`src/rtl/dec_link_pkg.sv`:
```
// Shared types for the encoded link receiver: 3-bit line codes and their 8-line one-hot form.
package dec_link_pkg;

    localparam int CODE_W = 3;
    localparam int LINES  = 8;

    typedef logic [CODE_W-1:0] code_t;
    typedef logic [LINES-1:0]  onehot_t;

    function automatic onehot_t onehot_of(code_t code);
        onehot_t oh;
        oh       = '0;
        oh[code] = 1'b1;
        return oh;
    endfunction

endpackage

```
`src/rtl/dec_link_fifo.sv`:
```
// Small synchronous FIFO of line codes; pointers wrap naturally because DEPTH is a power of two.
module dec_link_fifo
    import dec_link_pkg::*;
#(
    parameter int DEPTH = 4
) (
    input  logic                       clk,
    input  logic                       rst,
    input  logic                       push,
    input  code_t                      push_data,
    input  logic                       pop,
    output code_t                      head,
    output logic [$clog2(DEPTH):0]     count,
    output logic                       full
);

    localparam int PTR_W = $clog2(DEPTH);
    localparam logic [PTR_W:0] FULL_CNT = (PTR_W+1)'(DEPTH);

    code_t            mem [DEPTH];
    logic [PTR_W-1:0] rd_ptr;
    logic [PTR_W-1:0] wr_ptr;
    logic             empty;
    logic             do_push;
    logic             do_pop;

    assign empty   = (count == '0);
    assign full    = (count == FULL_CNT);
    assign do_pop  = pop && !empty;
    assign do_push = push && (!full || do_pop);
    assign head    = mem[rd_ptr];

    // Storage needs no reset: the head is only observed while count is non-zero.
    always_ff @(posedge clk) begin
        if (do_push) begin
            mem[wr_ptr] <= push_data;
        end
    end

    always_ff @(posedge clk) begin
        if (rst) begin
            rd_ptr <= '0;
            wr_ptr <= '0;
            count  <= '0;
        end else begin
            if (do_push) begin
                wr_ptr <= wr_ptr + 1'b1;
            end
            if (do_pop) begin
                rd_ptr <= rd_ptr + 1'b1;
            end
            case ({do_push, do_pop})
                2'b10:   count <= count + 1'b1;
                2'b01:   count <= count - 1'b1;
                default: count <= count;
            endcase
        end
    end

endmodule

```
`src/rtl/dec_link_rx.sv`:
```
// Receive stage of the encoded link: buffers 3-bit codes, expands them to one-hot, tracks dropped words.
// Optional macro DEC_PARITY_EN adds an even-parity input; failing words are dropped and counted.
module dec_link_rx
    import dec_link_pkg::*;
#(
    parameter int DEPTH = 4,
    parameter int CNT_W = 8
) (
    input  logic             clk,
    input  logic             rst,
    input  logic             in_valid,
    input  code_t            in_code,
`ifdef DEC_PARITY_EN
    input  logic             in_parity,
`endif
    output logic             out_valid,
    output code_t            out_code,
    output onehot_t          out_onehot,
    input  logic             out_ready,
    output logic             ovf,
    output logic [CNT_W-1:0] drop_cnt,
    input  logic             clr
);

    code_t                  fifo_head;
    logic [$clog2(DEPTH):0] fifo_count;
    logic                   fifo_full;
    logic                   parity_ok;
    logic                   pop;
    logic                   push;
    logic                   ovf_drop;
    logic                   word_drop;

`ifdef DEC_PARITY_EN
    assign parity_ok = ~^{in_code, in_parity};
`else
    assign parity_ok = 1'b1;
`endif

    assign out_valid  = (fifo_count != '0);
    assign out_code   = out_valid ? fifo_head : '0;
    assign out_onehot = out_valid ? onehot_of(fifo_head) : '0;

    // A simultaneous pop frees the slot, so a full FIFO still accepts in that cycle.
    assign pop       = out_valid && out_ready;
    assign push      = in_valid && parity_ok && (!fifo_full || pop);
    assign ovf_drop  = in_valid && parity_ok && fifo_full && !pop;
    assign word_drop = ovf_drop || (in_valid && !parity_ok);

    dec_link_fifo #(
        .DEPTH (DEPTH)
    ) u_fifo (
        .clk       (clk),
        .rst       (rst),
        .push      (push),
        .push_data (in_code),
        .pop       (pop),
        .head      (fifo_head),
        .count     (fifo_count),
        .full      (fifo_full)
    );

    // clr wins over a same-cycle drop; the counter holds at all-ones instead of wrapping.
    always_ff @(posedge clk) begin
        if (rst || clr) begin
            ovf      <= 1'b0;
            drop_cnt <= '0;
        end else begin
            if (ovf_drop) begin
                ovf <= 1'b1;
            end
            if (word_drop && (drop_cnt != '1)) begin
                drop_cnt <= drop_cnt + 1'b1;
            end
        end
    end

endmodule

```
`config.mk`:
```
export PLATFORM = sky130hd
export DESIGN_NAME = dec_link_rx
export DESIGN_NICKNAME = d
export VERILOG_FILES = /design/src/rtl/dec_link_pkg.sv /design/src/rtl/dec_link_fifo.sv /design/src/rtl/dec_link_rx.sv
export SDC_FILE = /design/constraint.sdc
export NUM_CORES = 1
export LEC_CHECK = 0
export ABC_AREA = 1
export ABC_CLOCK_PERIOD_IN_PS = 2000
export BUFFER_PORTS_ARGS = -buffer_cell sky130_fd_sc_hd__buf_2
export CORE_UTILIZATION = 39
export CTS_BUF_LIST = sky130_fd_sc_hd__clkbuf_16
export DETAILED_ROUTE_END_ITERATION = 7
export PLACE_DENSITY = 0.59
export SLEW_MARGIN = 5
export SYNTH_ARGS = -nofsm -noshare
export SYNTH_HDL_FRONTEND = slang
export SYNTH_SLANG_ARGS = --single-unit
```
`constraint.sdc`:
```
create_clock -name clk -period 2 [get_ports clk]
set_input_delay 0.4 -clock clk [delete_from_list [all_inputs] [get_ports clk]]
set_output_delay 0.4 -clock clk [all_outputs]
set_load 0.05 [all_outputs]
```
==> results by stage, run 1 <==
Worst setup path:
- The worst endpoint required time is 1.60 ns.
- STA classifies the critical path endpoint as a primary output.
- For this design, the slowest cell found on the critical path is sky130_fd_sc_hd__dfxtp_1.
- STA classifies the critical path startpoint as a flip-flop.
- The critical path class is reg -> out.
- The dominant delay contributor by cell family on the critical path is simple AND/OR/NAND/NOR gates.
- Of all nets on the critical path, the largest fanout is 8.
- The arrival time at the worst endpoint is 1.48 ns.
- Walking the worst path, the cells encountered are inv_2 -> nor2_1 -> nor2_1 -> o21ai_0 -> nand2_1 -> inv_2 -> nand2_1 -> nor2_2 -> buf_6.
- For this run, the slowest stage of the critical path takes 0.33 ns.
- Counting both buffers and inverters, the worst setup path holds a total of 3.

Global routing:
- The global-route wire length before repair is 4.71 mm.
- The pin count of the biggest net entering global routing is 10.
- The number of global-route vias before repair was 1039.
- In the global route stage, overall resource usage came out at 15.6%.
- The final global-route overflow total is 0.
- The number of antenna violations at the first check in global routing was 0.

STA:
- The slew at the pin closest to its max-slew limit is 0.341 ns.
- The number of max-slew violations in the final report is 0.
- Of the available clock period, the critical path in the final layout requires 94.1%.
- For the finished layout, the period the worst path requires is 1.88 ns.
- Between clock sinks in the finished design, the worst skew comes to 0.00519 ns.
- The number of endpoints with negative hold slack in the final report came to 0.
- Setup violations remaining at the end of the flow were counted as 0.
- The maximum operating frequency is 531 MHz.
- In the post-route analysis, the smallest setup slack over all paths is 0.118 ns.
- Measured against its own limit, the worst slew margin works out to 77.2%.
- Adding up every negative setup slack in the final design gives 0 ns.

Placement:
- The weighted congestion at the end of routability-driven global placement is 0.716.
- OpenSTA, run right after detailed placement, puts the worst setup slack at 0.124 ns.
- The number of I/O port buffers is 28.
- The placed instances occupy a cell area of 1760 µm².
- The placed wire-length estimate is 2.22 mm.

Finish:
- The count of nets after finishing is 251.
- 0 antenna diodes ended up in the layout.
- Summing all multi-input logic gate instances after layout gives 721 µm².
- The area taken by flip-flops and latches is 721 µm².
- Leaving out fill and tap cells, the most frequent cell in the layout is sky130_fd_sc_hd__nand2_1.
- Cells with a size suffix above 1 make up 23.6% of the layout.
- The filler cell count is 365.
- The area added between synthesis and finish is 29.2%.
- The final design area excluding fillers is 1970 µm².
- The library cells used most frequently in the layout, excluding fill and tap cells, are 46 x sky130_fd_sc_hd__nand2_1, 29 x sky130_fd_sc_hd__nor2_1, 26 x sky130_fd_sc_hd__inv_1.

Synthesis:
- The share of the yosys chip area belonging to registers is 47.3%.
- The area share of the largest cell type after synthesis is 23.7%.
- The unique cell type count in the Yosys netlist is 21.
- The warning count from the yosys run is 0.
- When the netlist entered floorplanning its net count stood at 212.
- By area the synthesized netlist is led by sky130_fd_sc_hd__dfxtp_1 24%, sky130_fd_sc_hd__edfxtp_1 24%, sky130_fd_sc_hd__nand2_1 12%.
- The library cell with the largest summed area after synthesis is sky130_fd_sc_hd__dfxtp_1.
- The synthesized netlist cell count is 197.
- The average instance in the mapped netlist occupies 7.73 µm².
- The post-synthesis instance area is 1520 µm².
- The number of register bits inferred by synthesis is 30.

Routing:
- The first detailed-routing pass ran for 4 iterations.
- The total length of routed wires is 2.97 mm.
- After detailed routing, the number of remaining DRC violations is 0.
- The number of DRC markers after the initial detailed-route iteration is 56.
- Once detail routing completed, the nets flagged for antenna violations numbered 0.
- For this block, the via count after detailed routing is 1356.
- The via density per instance is 4.76.
- After detailed routing, the average wire length per cell comes to 10.4 µm.

Clock tree:
- The TritonCTS clock tree is done.
- The root buffer cell is sky130_fd_sc_hd__clkbuf_16.
- In this run the number of H-tree levels came out at 2.
- After clock tree synthesis, the clock-pin slew on the worst setup and hold paths is 0.05 ns.
- At the later pin of the worst-skew pair, clock insertion delay measures 0.27 ns.
- The clock sink count is 30.
- The number of buffers created by CTS is 5.
- Counting along the longest clock path gives a buffer depth of 2.
- The post-cts hold buffer count is 0.

Status:
- The run finished with clean final reports.

Floorplan:
- The floorplan step defined a core boundary enclosing 3720 µm².
- The floorplan die area is 4160 µm².
- The number of placement rows is 22.
- The initial core utilization is 41.0%.
- The width of the die is 64.5 µm.
- The chip height is 64.5 µm.
- The total I/O pin count is 29.

Run:
- Max-cap violations in this run came to 0.

Power and ir drop:
- Dividing total power by cell area gives a power density of 1300 nW/µm².
- The overall power is 2.57 mW.
- Summed over all cells, the static leakage comes to 0.881 nW.
- The worst-case IR drop observed on VDD is 0.000569 V.

Min path:
- The min-delay analysis places its worst path in the category in -> reg.
[stage by stage]
step	hold WS (ns)	std cells	utilization, %
floorplan	0.457	197	-
global placement	0.459	276	47.3
detailed placement	0.461	276	47.3
CTS	0.338	284	51.4
global route	0.344	285	52.9
finish	0.345	285	52.9
[cell type report]
class                      instances  share of cell area, %
multi-input combinational        137                   36.6
tap                               48                   3.05
inverter                          29                   5.53
clock buffer                       5                   6.36
timing repair buffer              33                   11.2
sequential                        30                   36.6
clock inverter                     3                  0.573
[state kept, by name, summed over array words and instances, names as in the netlist, named ones only]
signal         flops
u_fifo.rd_ptr      2
ovf                1
u_fifo.wr_ptr      2
drop_cnt           8
u_fifo.count       3
u_fifo.mem        12
[cell usage after synthesis (all sizes together)]
| cell type | instances |
|---|---|
| o21a | 1 |
| inv | 29 |
| fa | 1 |
| a21oi | 15 |
| dfxtp | 18 |
| buf | 1 |
| o21ai | 11 |
| nand3 | 10 |
| o211ai | 2 |
| nor2 | 37 |
| nand4 | 2 |
| nand3b | 1 |
| nand2 | 49 |
| ha | 6 |
| xor2 | 2 |
| edfxtp | 12 |
[kinds of logic after synthesis]
family,after synthesis,share of synthesized area [%]
DFF,30,47.3
buffers and inverters,30,7.48
and+or+nand+nor,99,27.8
xor gates and xnor gates,2,1.15
AOI/OAI and AO/OA,29,10.0
adders and majority gates,7,6.24
[power breakdown]
| part | total, mW | switching [mW] | internal, mW | leakage, nW |
|---|---|---|---|---|
| clock network | 0.676 | 0.231 | 0.444 | 0.0738 |
| registers | 0.753 | 0.0445 | 0.709 | 0.257 |
| logic | 1.14 | 0.799 | 0.337 | 0.550 |
[routing by layer]
layer | track usage [%] | share of wire (%)
met5 | 0 | 0
met4 | 7.50 | 1.9
met2 | 21.8 | 43
met1 | 20.4 | 50
met3 | 6.51 | 5.2
[worst paths after layout]
kind / cells after the start / from / to / slack (ns)
worst max-delay path: 9 / flip-flop / out_onehot[0] / 0.12
worst min-delay path: 2 / rst / u_fifo.count[1] / 0.34
worst max register to register: 12 / u_fifo.count[1] / u_fifo.count[2] / 0.18
worst min register to register: 1 / ovf / ovf / 0.47
[repair_timing]
item / in CTS / in global routing
setup endpoints to repair: 6 / 12
pin swaps: 0 / 2
buffers inserted: 0 / 1
resized for setup: 6 / 22
No activity file was read; power rests on OpenSTA's default activity.
==> run 2: changes to the inputs <==
--- a/config.mk
+++ b/config.mk
@@ -11,6 +11,7 @@
 export CORE_UTILIZATION = 39
 export CTS_BUF_LIST = sky130_fd_sc_hd__clkbuf_16
 export DETAILED_ROUTE_END_ITERATION = 7
+export GPL_TIMING_DRIVEN = 0
 export PLACE_DENSITY = 0.59
 export SLEW_MARGIN = 5
 export SYNTH_ARGS = -nofsm -noshare
==> results by stage, run 2 (synthesized netlist as in run 1, its figures left out) <==
Worst setup path:
- The worst setup path is captured at a primary output.
- The arrival time at the worst endpoint is 1.51 ns (+0.03 ns).
- The maximum fanout along the worst path came to 8 (unchanged).
- STA classifies the critical path startpoint as a flip-flop.
- The critical path is of the reg -> out type.
- The number of cells on the worst reg-to-reg path is 11 (-1).
- The worst endpoint required time was 1.60 ns (about the same).

Global routing:
- The pin count of the biggest net entering global routing is 11 (+1).
- The number of antenna violations at the first check in global routing is 0 (unchanged).
- The global-route wire length before repair is 4.78 mm (+1.5%).
- The final global-route overflow total is 0 (unchanged).
- The number of global-route vias before repair is 1056 (+1.6%).
- The global-route usage over all layers is 15.5% (-0.040 points).

Clock tree:
- The number of buffers created by CTS is 5 (unchanged).
- The clock transition at the register clock pins on the worst setup and hold paths after CTS is 0.05 ns (about the same).
- The post-cts hold buffer count is 0 (unchanged).
- The number of levels the H-tree was split into is 2 (unchanged).
- The clock latency reported for the late side of the worst-skew pair is 0.28 ns (about the same).
- The root buffer cell is sky130_fd_sc_hd__clkbuf_16.
- The TritonCTS clock tree is done.
- The clock sink count came to 30 (unchanged).
- The worst-case clock buffer depth is 2 (unchanged).

Min path:
- The instance count along the most critical hold path is 1 (-1).
- The type of the most critical hold path is in -> reg.

Floorplan:
- The width of the die came to 64.5 µm (unchanged).
- The number of placement rows is 22 (unchanged).
- The area of the core was 3720 µm² (unchanged).
- The initial core utilization was 41.0% (unchanged).
- The total I/O pin count came to 29 (unchanged).
- The floorplan die area is 4160 µm² (unchanged).
- The chip height is 64.5 µm (unchanged).

Finish:
- Leaving out fill and tap cells, the most frequent cells in the layout are 44 x sky130_fd_sc_hd__nand2_1, 30 x sky130_fd_sc_hd__nor2_1, 26 x sky130_fd_sc_hd__inv_1.
- The number of antenna repair diodes is 0 (unchanged).
- The largest registers in the layout are u_fifo.mem (12), drop_cnt (8), u_fifo.count (3).
- u_fifo.mem holds more flip-flops than any other register.
- The area added between synthesis and finish is 28.7%.
- The final instance count without filler cells came to 283 (-0.70%).
- The filler cell count is 372 (+1.9%).
- The area occupied by multi-input gates is 731 µm² (+1.4%).
- The count of nets after finishing is 249 (-0.80%).
- The flip-flop count of the largest register, all copies and words added came to 12 (unchanged).
- The fraction of final layout cells sized beyond drive strength 1 is 24.7% (+1.1 points).
- The area taken by flip-flops and latches was 726 µm² (+0.69%).
- Leaving out fill and tap cells, the most frequent cell in the layout is sky130_fd_sc_hd__nand2_1.
- The final design area excluding fillers was 1960 µm² (-0.38%).

Power and ir drop:
- The leakage power is 0.876 nW (-0.54%).
- The power density of the placed cells is 1300 nW/µm² (-0.36%).
- The worst vdd rail ir drop is 0.000648 V (+14%).
- The overall power came to 2.55 mW (-0.74%).

STA:
- The clock skew is 0.00817 ns (+0.00298 ns).
- The worst setup margin is 0.0864 ns (-0.0318 ns).
- The maximum operating frequency is 523 MHz (-1.7%).
- The final critical delay including setup and external delays was 1.91 ns (+0.0318 ns).
- The worst relative slew slack is 76.4% (-0.82 points).
- The number of endpoints with negative hold slack in the final report was 0 (unchanged).
- The final number of setup-violating endpoints is 0 (unchanged).
- The number of max-slew violations in the final report came to 0 (unchanged).
- The post-route clock period utilization is 95.7% (+1.6 points).
- The slew at the pin closest to its max-slew limit was 0.353 ns (+0.0123 ns).

Routing:
- The via density per instance is 4.61 (-3.0%).
- The total length of routed wires is 2.92 mm (-1.8%).
- The number of nets with antenna violations after detailed routing is 0 (unchanged).
- The detail-routed net length per standard cell is 10.3 µm (-1.1%).
- The DRC violation count after routing is 0 (unchanged).
- The detailed-router iteration count before antenna repair is 4 (unchanged).
- The via count came to 1306 (-3.7%).
- The number of DRC markers after the initial detailed-route iteration came to 49 (-13%).

Placement:
- The placement-stage cell area is 1730 µm² (-1.4%).
- The placed instance count was 273 (-1.1%).
- The placed wire-length estimate was 2.12 mm (-4.2%).
- The placement-stage worst setup slack came to -0.0847 ns (-0.209 ns).
- The number of I/O port buffers was 28 (unchanged).
- The weighted congestion at the end of routability-driven global placement was 0.748 (+4.5%).

Run:
- The number of maximum-capacitance violations is 0 (unchanged).

Status:
- The run finished with clean final reports.
## run 2: changes by cell type in the layout (fill, tap and decap cells not counted), sizes merged
cell	previous run	this run
buf	33	30
clkbuf	5	6
clkinv	1	2
inv	31	30
## run 2: cell type report
class | count | share of cell area (%)
well taps | 48 | 3.07
clock buffers | 5 | 6.39
plain buffers | 1 | 0.255
inverters | 29 | 5.56
multi-input cells | 137 | 37.3
flip-flops and latches | 30 | 37.0
repair buffers | 30 | 9.71
clock inverters | 3 | 0.702
## run 2: worst paths after layout
kind	start	endpoint	slack [ns]
worst min-delay path	in_code[1]	u_fifo.mem[2][1]	0.34
worst min register to register	ovf	ovf	0.47
worst max-delay path	flip-flop	out_onehot[5]	0.09
worst max register to register	u_fifo.count[2]	u_fifo.count[2]	0.15
## run 2: worst max-delay path, stage by stage (launching register included)
cell                      delay [ns]
sky130_fd_sc_hd__dfxtp_4        0.36
sky130_fd_sc_hd__inv_2          0.07
sky130_fd_sc_hd__nor2_1         0.09
sky130_fd_sc_hd__nor2_1         0.04
sky130_fd_sc_hd__o21ai_0        0.08
sky130_fd_sc_hd__nand2_1        0.12
sky130_fd_sc_hd__inv_2          0.10
sky130_fd_sc_hd__nand2_2        0.06
sky130_fd_sc_hd__nor2_1         0.14
sky130_fd_sc_hd__buf_6          0.18
## run 2: repair_timing
action,CTS,global route
buffers inserted,0,2
endpoints found under the setup margin,12,11
cloned,0,0
gates resized for setup,9,21
pin swaps,0,3
## run 2: power by group
group | internal (mW) | switching, mW
Combinational | 0.312 | 0.776
Clock | 0.449 | 0.244
Sequential | 0.715 | 0.0517
## run 2: metrics by stage
| stage | setup TNS, ns | hold WS [ns] | utilization (%) |
|---|---|---|---|
| global placement | -0.0691 | 0.456 | 46.6 |
| finish | 0 | 0.336 | 52.7 |
| CTS | 0 | 0.337 | 50.9 |
| detailed placement | -0.0847 | 0.458 | 46.6 |
| global route | -0.00203 | 0.347 | 52.7 |
| floorplan | -0.763 | 0.457 | - |
## run 2: layer usage
layer | track usage [%] | vias to the layer above | routed length [µm]
met5 | 0 | - | 0
met4 | 6.67 | 0 | 47
met3 | 5.99 | 5 | 111
met2 | 22.1 | 28 | 1270
met1 | 20.7 | 570 | 1490
li1 | - | 703 | -
